$ cat src/rtl/spi_cmd_parser.sv
// Decodes the SPI receive byte stream into frame-buffer writes, channel-count updates and refresh strobes.
// All outputs are registered and appear one cycle after the byte that causes them. A CS deselect returns the parser to IDLE.
module spi_cmd_parser #(
   parameter int RAM_DEPTH  = 1024,
   parameter int ADDR_WIDTH = 10
) (
   input  logic                  clk_in,
   input  logic                  rst_in,
   input  logic                  spi_cs_in,
   input  logic                  byte_rdy_in,
   input  logic [7:0]            byte_data_in,
   output logic                  ram_wr_en_out,
   output logic [ADDR_WIDTH-1:0] ram_wr_addr_out,
   output logic [7:0]            ram_wr_data_out,
   output logic [7:0]            chan_cnt_out,
   output logic                  flush_out,
   output logic                  ovf_out
);

   typedef enum logic [2:0] {
      S_IDLE, S_CHAN, S_ADDR_H, S_ADDR_L, S_DATA, S_DROP
   } state_t;

   localparam logic [7:0]  CMD_SET_CHAN = 8'h2A;
   localparam logic [7:0]  CMD_WR_PIXEL = 8'h3C;
   localparam logic [7:0]  CMD_FLUSH    = 8'h5A;
   localparam logic [16:0] DEPTH_LIM    = 17'(RAM_DEPTH);

   state_t                state_q, state_d;
   logic [15:0]           addr_q, addr_d;
   logic [7:0]            addr_hi_q, addr_hi_d;
   logic                  wr_en_q, wr_en_d;
   logic [ADDR_WIDTH-1:0] wr_addr_q, wr_addr_d;
   logic [7:0]            wr_data_q, wr_data_d;
   logic [7:0]            chan_q, chan_d;
   logic                  flush_q, flush_d;
   logic                  ovf_q, ovf_d;
   logic                  in_range;

   // Widened compare so RAM_DEPTH up to 65536 is handled without truncation.
   assign in_range = ({1'b0, addr_q} < DEPTH_LIM);

   always_comb begin
      state_d   = state_q;
      addr_d    = addr_q;
      addr_hi_d = addr_hi_q;
      wr_en_d   = 1'b0;
      wr_addr_d = wr_addr_q;
      wr_data_d = wr_data_q;
      chan_d    = chan_q;
      flush_d   = 1'b0;
      ovf_d     = 1'b0;

      if (byte_rdy_in) begin
         case (state_q)
            S_IDLE: begin
               case (byte_data_in)
                  CMD_SET_CHAN: state_d = S_CHAN;
                  CMD_WR_PIXEL: state_d = S_ADDR_H;
                  CMD_FLUSH: begin
                     flush_d = 1'b1;
                     state_d = S_DROP;
                  end
                  default:      state_d = S_DROP;
               endcase
            end
            S_CHAN: begin
               chan_d  = byte_data_in;
               state_d = S_DROP;
            end
            S_ADDR_H: begin
               addr_hi_d = byte_data_in;
               state_d   = S_ADDR_L;
            end
            S_ADDR_L: begin
               addr_d  = {addr_hi_q, byte_data_in};
               state_d = S_DATA;
            end
            S_DATA: begin
               if (in_range) begin
                  wr_en_d   = 1'b1;
                  wr_addr_d = addr_q[ADDR_WIDTH-1:0];
                  wr_data_d = byte_data_in;
                  if (addr_q != 16'hFFFF) begin
                     addr_d = addr_q + 16'd1;
                  end
               end else begin
                  ovf_d = 1'b1;
               end
            end
            default: state_d = S_DROP;
         endcase
      end

      // Deselect ends the frame after the coincident byte (if any) has been acted on.
      if (!spi_cs_in) begin
         state_d = S_IDLE;
      end
   end

   always_ff @(posedge clk_in) begin
      if (rst_in) begin
         state_q   <= S_IDLE;
         addr_q    <= '0;
         addr_hi_q <= '0;
         wr_en_q   <= 1'b0;
         wr_addr_q <= '0;
         wr_data_q <= '0;
         chan_q    <= '0;
         flush_q   <= 1'b0;
         ovf_q     <= 1'b0;
      end else begin
         state_q   <= state_d;
         addr_q    <= addr_d;
         addr_hi_q <= addr_hi_d;
         wr_en_q   <= wr_en_d;
         wr_addr_q <= wr_addr_d;
         wr_data_q <= wr_data_d;
         chan_q    <= chan_d;
         flush_q   <= flush_d;
         ovf_q     <= ovf_d;
      end
   end

   assign ram_wr_en_out   = wr_en_q;
   assign ram_wr_addr_out = wr_addr_q;
   assign ram_wr_data_out = wr_data_q;
   assign chan_cnt_out    = chan_q;
   assign flush_out       = flush_q;
   assign ovf_out         = ovf_q;

endmodule

$ cat config.mk
export PLATFORM = sky130hd
export DESIGN_NAME = spi_cmd_parser
export DESIGN_NICKNAME = d
export VERILOG_FILES = /design/src/rtl/spi_cmd_parser.sv
export SDC_FILE = /design/constraint.sdc
export NUM_CORES = 1
export LEC_CHECK = 0
export ABC_AREA = 1
export CAP_MARGIN = 10
export CORE_MARGIN = 2
export CORE_UTILIZATION = 48
export DETAILED_ROUTE_END_ITERATION = 10
export GPL_ROUTABILITY_DRIVEN = 1
export PLACE_DENSITY_LB_ADDON = 0.3
export SYNTH_ARGS = -nofsm -noshare
export SYNTH_HDL_FRONTEND = slang
export SYNTH_SLANG_ARGS = --single-unit
export TNS_END_PERCENT = 20
$ cat constraint.sdc
create_clock -name clk_in -period 1.4 [get_ports clk_in]
set_input_delay 0.21 -clock clk_in [delete_from_list [all_inputs] [get_ports clk_in]]
set_output_delay 0.21 -clock clk_in [all_outputs]
set_load 0.005 [all_outputs]
**After elaboration in Yosys (flattened, before gate mapping)**

Index checks and enable logic that the tools add are counted.
Widths: inputs -> output; s select.

- Output and inout port bits: 29
- Input bits: 12
- Word-level logic and storage cells: 43
- Flip-flop bits (word level): 56

- Equal/unequal tests: 10
- Add/sub/neg operators: 1
- Bitwise gates (word level): 4
- Reductions and logical operators: 10
- Muxes and demuxes: 8
- $lt $le $gt $ge: 1

Operators with widths:

| operator | number |
|---|---|
| $mux 16 | 2 |
| $pmux 16 s2 | 1 |
| $add 16x1->16 const B | 1 |
| $eq 8x6->1 const B | 2 |
| $lt 16x11->1 const B | 1 |
| $ne 16x16->1 const B | 1 |
| $pmux 3 s4 | 1 |
| $eq 8x7->1 const B | 1 |
| $eq 3x2->1 const B | 2 |
| $pmux 3 s2 | 1 |
| $reduce_and 2->1 | 3 |
| $reduce_or 3->1 | 2 |
| $ne 2x2->1 const B | 2 |
| $not 1->1 | 4 |
| $reduce_and 4->1 | 1 |
| $eq 3x1->1 const B | 1 |
| $eq 3x3->1 const B | 1 |
| $logic_not 3->1 | 1 |
| $mux 1 | 3 |
| $reduce_and 3->1 | 1 |
| $reduce_bool 2->1 | 1 |
| $reduce_or 2->1 | 1 |

**Depth between registers and ports, before layout**

- Depth in word-level cells: 4
- Mapped depth: 11

**Least setup slack after synthesis**

OpenSTA, ideal clock, no wires.

- Path type: register -> register
- From: register addr_q[0]
- To: register addr_q[3]
- Stages on the path, launching flop included: 12
- Arrival: 1392 ps
- Path slack: -105 ps
- Cell sequence: dfxtp_1 > ha_1 > nand2_2 > nor2_4 > nand3_1 > nand2_1 > nand2_4 > nand2_4 > buf_6 > nand2_1 > nand2_1 > nor2_1

- Longest elaborated chain between the ends: 4
- Elaborated cells on any way between the ends: 9

Ends and longest elaborated chain:

| item | RTL line | text |
|---|---|---|
| start: declaration | 30 | `logic [15:0] addr_q, addr_d;` |
| start signal: assignment | 114 | `addr_q <= addr_d;` |
| $add 16x1->16 | 85 | `addr_d = addr_q + 16'd1;` |
| $mux 16 | 84 | `if (addr_q != 16'hFFFF) begin` |
| $mux 16 | 80 | `if (in_range) begin` |
| $pmux 16 s2 | 55 | `case (state_q)` |

Several ways; a longest one is shown, not always the timed one. The select of a mux whose other input is x is not followed.
A chain may end at the register's enable or synchronous reset.

**Final worst setup path**

- From: register addr_q[10]
- To: register wr_addr_q[1] (netlist: ram_wr_addr_out[1])

- Longest elaborated chain between the ends: 2

Ends and longest elaborated chain:

| item | RTL line | text |
|---|---|---|
| $lt 16x11->1 | 41 | `assign in_range = ({1'b0, addr_q} < DEPTH_LIM);` |
| $reduce_and 3->1 (no source line) | -- |  |
| end signal: assignment | 117 | `wr_addr_q <= wr_addr_d;` |
| end: declaration | 33 | `logic [ADDR_WIDTH-1:0] wr_addr_q, wr_addr_d;` |

Every way passes these cells.

==> reports/results.ini <==
[status]
status = complete, but fails checks
violations = setup timing

[clock_network]
cts-root-buf = clkbuf_8
cts.clk_slew.worst_paths_ps = 110
clk_latency_ps = 320
max-clock-path-buffers = 2
cts_tree = done
numCtsBuffers = 5
cts_htree_levels = 2
cts_sinks = 56

[sta]
maxSlewViolCount = 0
hold_slack_ps = 485
max-slew-margin-rel_pct = 78.5
layout_worst_path_cycle_share_pct = 108
fin_ws_ps = -113
skew_ps = 5.72
setup_violations = 18
rsz0062_at_grt = true
worst_pin_slew_ps = 320
fmaxAchievable_mhz = 661
min_period_ps = 1510
hold_viol = 0

[worst_setup_path]
worstSetupStartpointType = flop
crit_required_ps = 1610
ff2ff_path_depth = 10
r2r_start = addr_q[10]
cp_max_fo = 7
critPathArrivalTime_ps = 1730
r2r_slack_ps = -110
critPathKind = flop to flop
cp-end-kind = flop
rr_endpoint = ram_wr_addr_out[1]

[power]
p_leak_nw = 1.98
seq_power_share_pct = 51.0
p_int_w = 0.00237
clkPwrFrac_pct = 29.1
p_sw_share_pct = 29.9
powerDensity_nw_per_um2 = 912
peakVddDrop_mv = 0.868
pwr-share-comb_pct = 19.9
p_switching_w = 0.00101

[grt]
grt_max_degree = 51
antenna_found_initial = 0
grt-ovfl-total = 0
grt_pass1_wl_um = 12200
grt_pass1_vias = 2636
track_usage_pct = 25.5

[detailed_routing]
route.detailed.drc = 0
wirelength_um = 7530
vias_per_cell = 5.14
vias = 2764
drt_iter0_markers = 235
dr.pass1.iters = 4
wl_per_cell_um = 14.0
ant_nets = 0

[min_path]
whs_path_depth = 2
hold_start = ram_wr_addr_out[0]
hold_class = flop to flop
holdPathEnd = ram_wr_addr_out[0]

[die]
initial_core_util_pct = 50.1
pin_count = 41
die_h_um = 77.2
die_w_um = 77.2
core_area_um2 = 5140
dieArea_um2 = 5970
rows = 26

[logic_synthesis]
synth_seq_area_share_pct = 43.5
ys_seq_elements = 56
yosysUniqueCellTypes = 28
netlist_instances = 380
postSynthAreaPerCell_um2 = 6.78
ys_warn_count = 0
syn_area_um2 = 2570
syn_nets = 393

[place]
portBuffers = 40
gp_congestion = 0.895
dp_slack_ps = -200
placed_cell_area_um2 = 3390
numPlacedInstances = 524
hpwl_um = 4880

[layout]
final_cells = 538
final_nets = 480
drive_gt1_share_pct = 23.3
diodes = 0
area_growth_pct = 43.8
finalInstanceArea_um2 = 3700

[flow_run]
maxCapViolCount = 0

power by group through the flow:
stage / Sequential, W / Clock, W / Combinational, W
2_1_floorplan: 0.00175 / 0 / 0.000297
3_3_place_gp: 0.00175 / 0 / 0.000581
3_5_place_dp: 0.00175 / 0 / 0.000589
4_1_cts: 0.00172 / 0.000997 / 0.000624
5_1_grt: 0.00173 / 0.00107 / 0.000741
6_report: 0.00172 / 0.000984 / 0.000671
worst max-delay path by stage:
stage	cells past startpoint	endpoint	slack (ps)	from
final	10	ram_wr_addr_out[1]	-110	addr_q[10]
after global routing	10	ram_wr_addr_out[1]	-250	addr_q[12]
after CTS	9	ram_wr_data_out[0]	-50	addr_q[10]
after detailed placement	7	addr_hi_q[2]	-200	byte_rdy_in
after global placement	8	chan_cnt_out[6]	-140	byte_rdy_in
after floorplan	11	addr_q[3]	-40	addr_q[1]
worst max-delay path, stage by stage, from the launching register on:
cell     delay, ps
dfxtp_1        330
inv_1           70
nand2_1         60
nor2_1         110
buf_4          140
nand2_4         60
nor2_4         140
buf_4          140
inv_1          120
nor2_1         150
nor2_1          70
sequential cells by signal (all words and copies together), names as in the netlist:
| register | cells |
|---|---|
| flush_out | 1 |
| addr_q | 16 |
| chan_cnt_out | 8 |
| ram_wr_data_out | 8 |
| addr_hi_q | 8 |
| state_q | 3 |
| ovf_out | 1 |
| ram_wr_addr_out | 10 |
| ram_wr_en_out | 1 |
repair_timing:
item	4_1_cts	5_1_grt
hold buffers	0	0
endpoints found under the setup margin	41	65
pin swaps	3	1
gates cloned	0	2
resized for setup	20	46
buffers inserted	1	3
metrics by stage:
| stage | power, W | setup TNS (ps) | utilization, % |
|---|---|---|---|
| CTS | 0.00334 | -352 | 68.8 |
| global route | 0.00354 | -4670 | 72.0 |
| finish | 0.00338 | -1170 | 72.0 |
| global placement | 0.00233 | -4150 | 65.9 |
| floorplan | 0.00205 | -324 | - |
| detailed placement | 0.00234 | -4940 | 65.9 |
layer usage:
layer	vias up	global-route usage [%]	share of wire, %	routed length (um)
met5	-	0	0	0
met4	0	9.46	2.2	169
met3	15	4.59	6.0	455
met2	106	42.1	50	3740
met1	1251	33.1	42	3170
li1	1392	-	-	-
layout make-up:
cell class | count | area (um^2)
Multi-Input combinational cell | 270 | 1300
Timing Repair Buffer | 94 | 912
Sequential cell | 56 | 1150
Clock buffer | 5 | 68.8
Fill cell | 403 | 1440
Inverter | 40 | 151
Clock inverter | 3 | 28.8
Tap cell | 70 | 87.6
cell families (layout without fill, tap and decap cells):
family          Yosys count  in the layout  share of synthesized area, %
flops                    56             56                          43.5
fa+ha+maj                 1              1                         0.486
buf+inv                  54            142                          8.79
simple gates            193            193                          32.1
compound gates           76             76                          15.1
cells in the final DEF, fill, tap and decap left out, types with 3 or more instances in the layout:
cell type and n:
dfxtp_1 33, a21oi_1 30, clkdlybuf4s50_1 22, nand3_1 21
dfxtp_2 22, dlymetal6s2s_1 16, inv_2 3, nand2_4 4
clkbuf_8 5, inv_1 36, buf_4 44, nor2_2 6
nor3_1 4, nor2_1 64, nand2_1 79, buf_6 7
o21ai_0 41
cell usage after synthesis:
master,count,area share [%]
nand3_1,23,4.5
inv_2,1,0.15
a21oi_1,30,5.8
buf_6,2,0.87
clkinv_2,1,0.19
nand2_4,2,0.87
or2_2,1,0.24
nor2_4,1,0.44
a21boi_0,1,0.29
nand2_2,1,0.24
nand3_4,1,0.68
buf_2,6,1.2
nor2_1,70,10
a221oi_1,1,0.34
nand3b_1,2,0.58
o21ai_0,43,8.4
dfxtp_1,56,44
inv_1,38,5.5
nor4_1,2,0.49
buf_1,2,0.29
nand2_1,82,12
clkbuf_1,4,0.58
ha_1,1,0.49
a211oi_1,1,0.29
nand4_1,2,0.49
nor2_2,1,0.24
nor3_2,1,0.39
nor3_1,4,0.78
No activity file was read; power rests on OpenSTA's default activity.
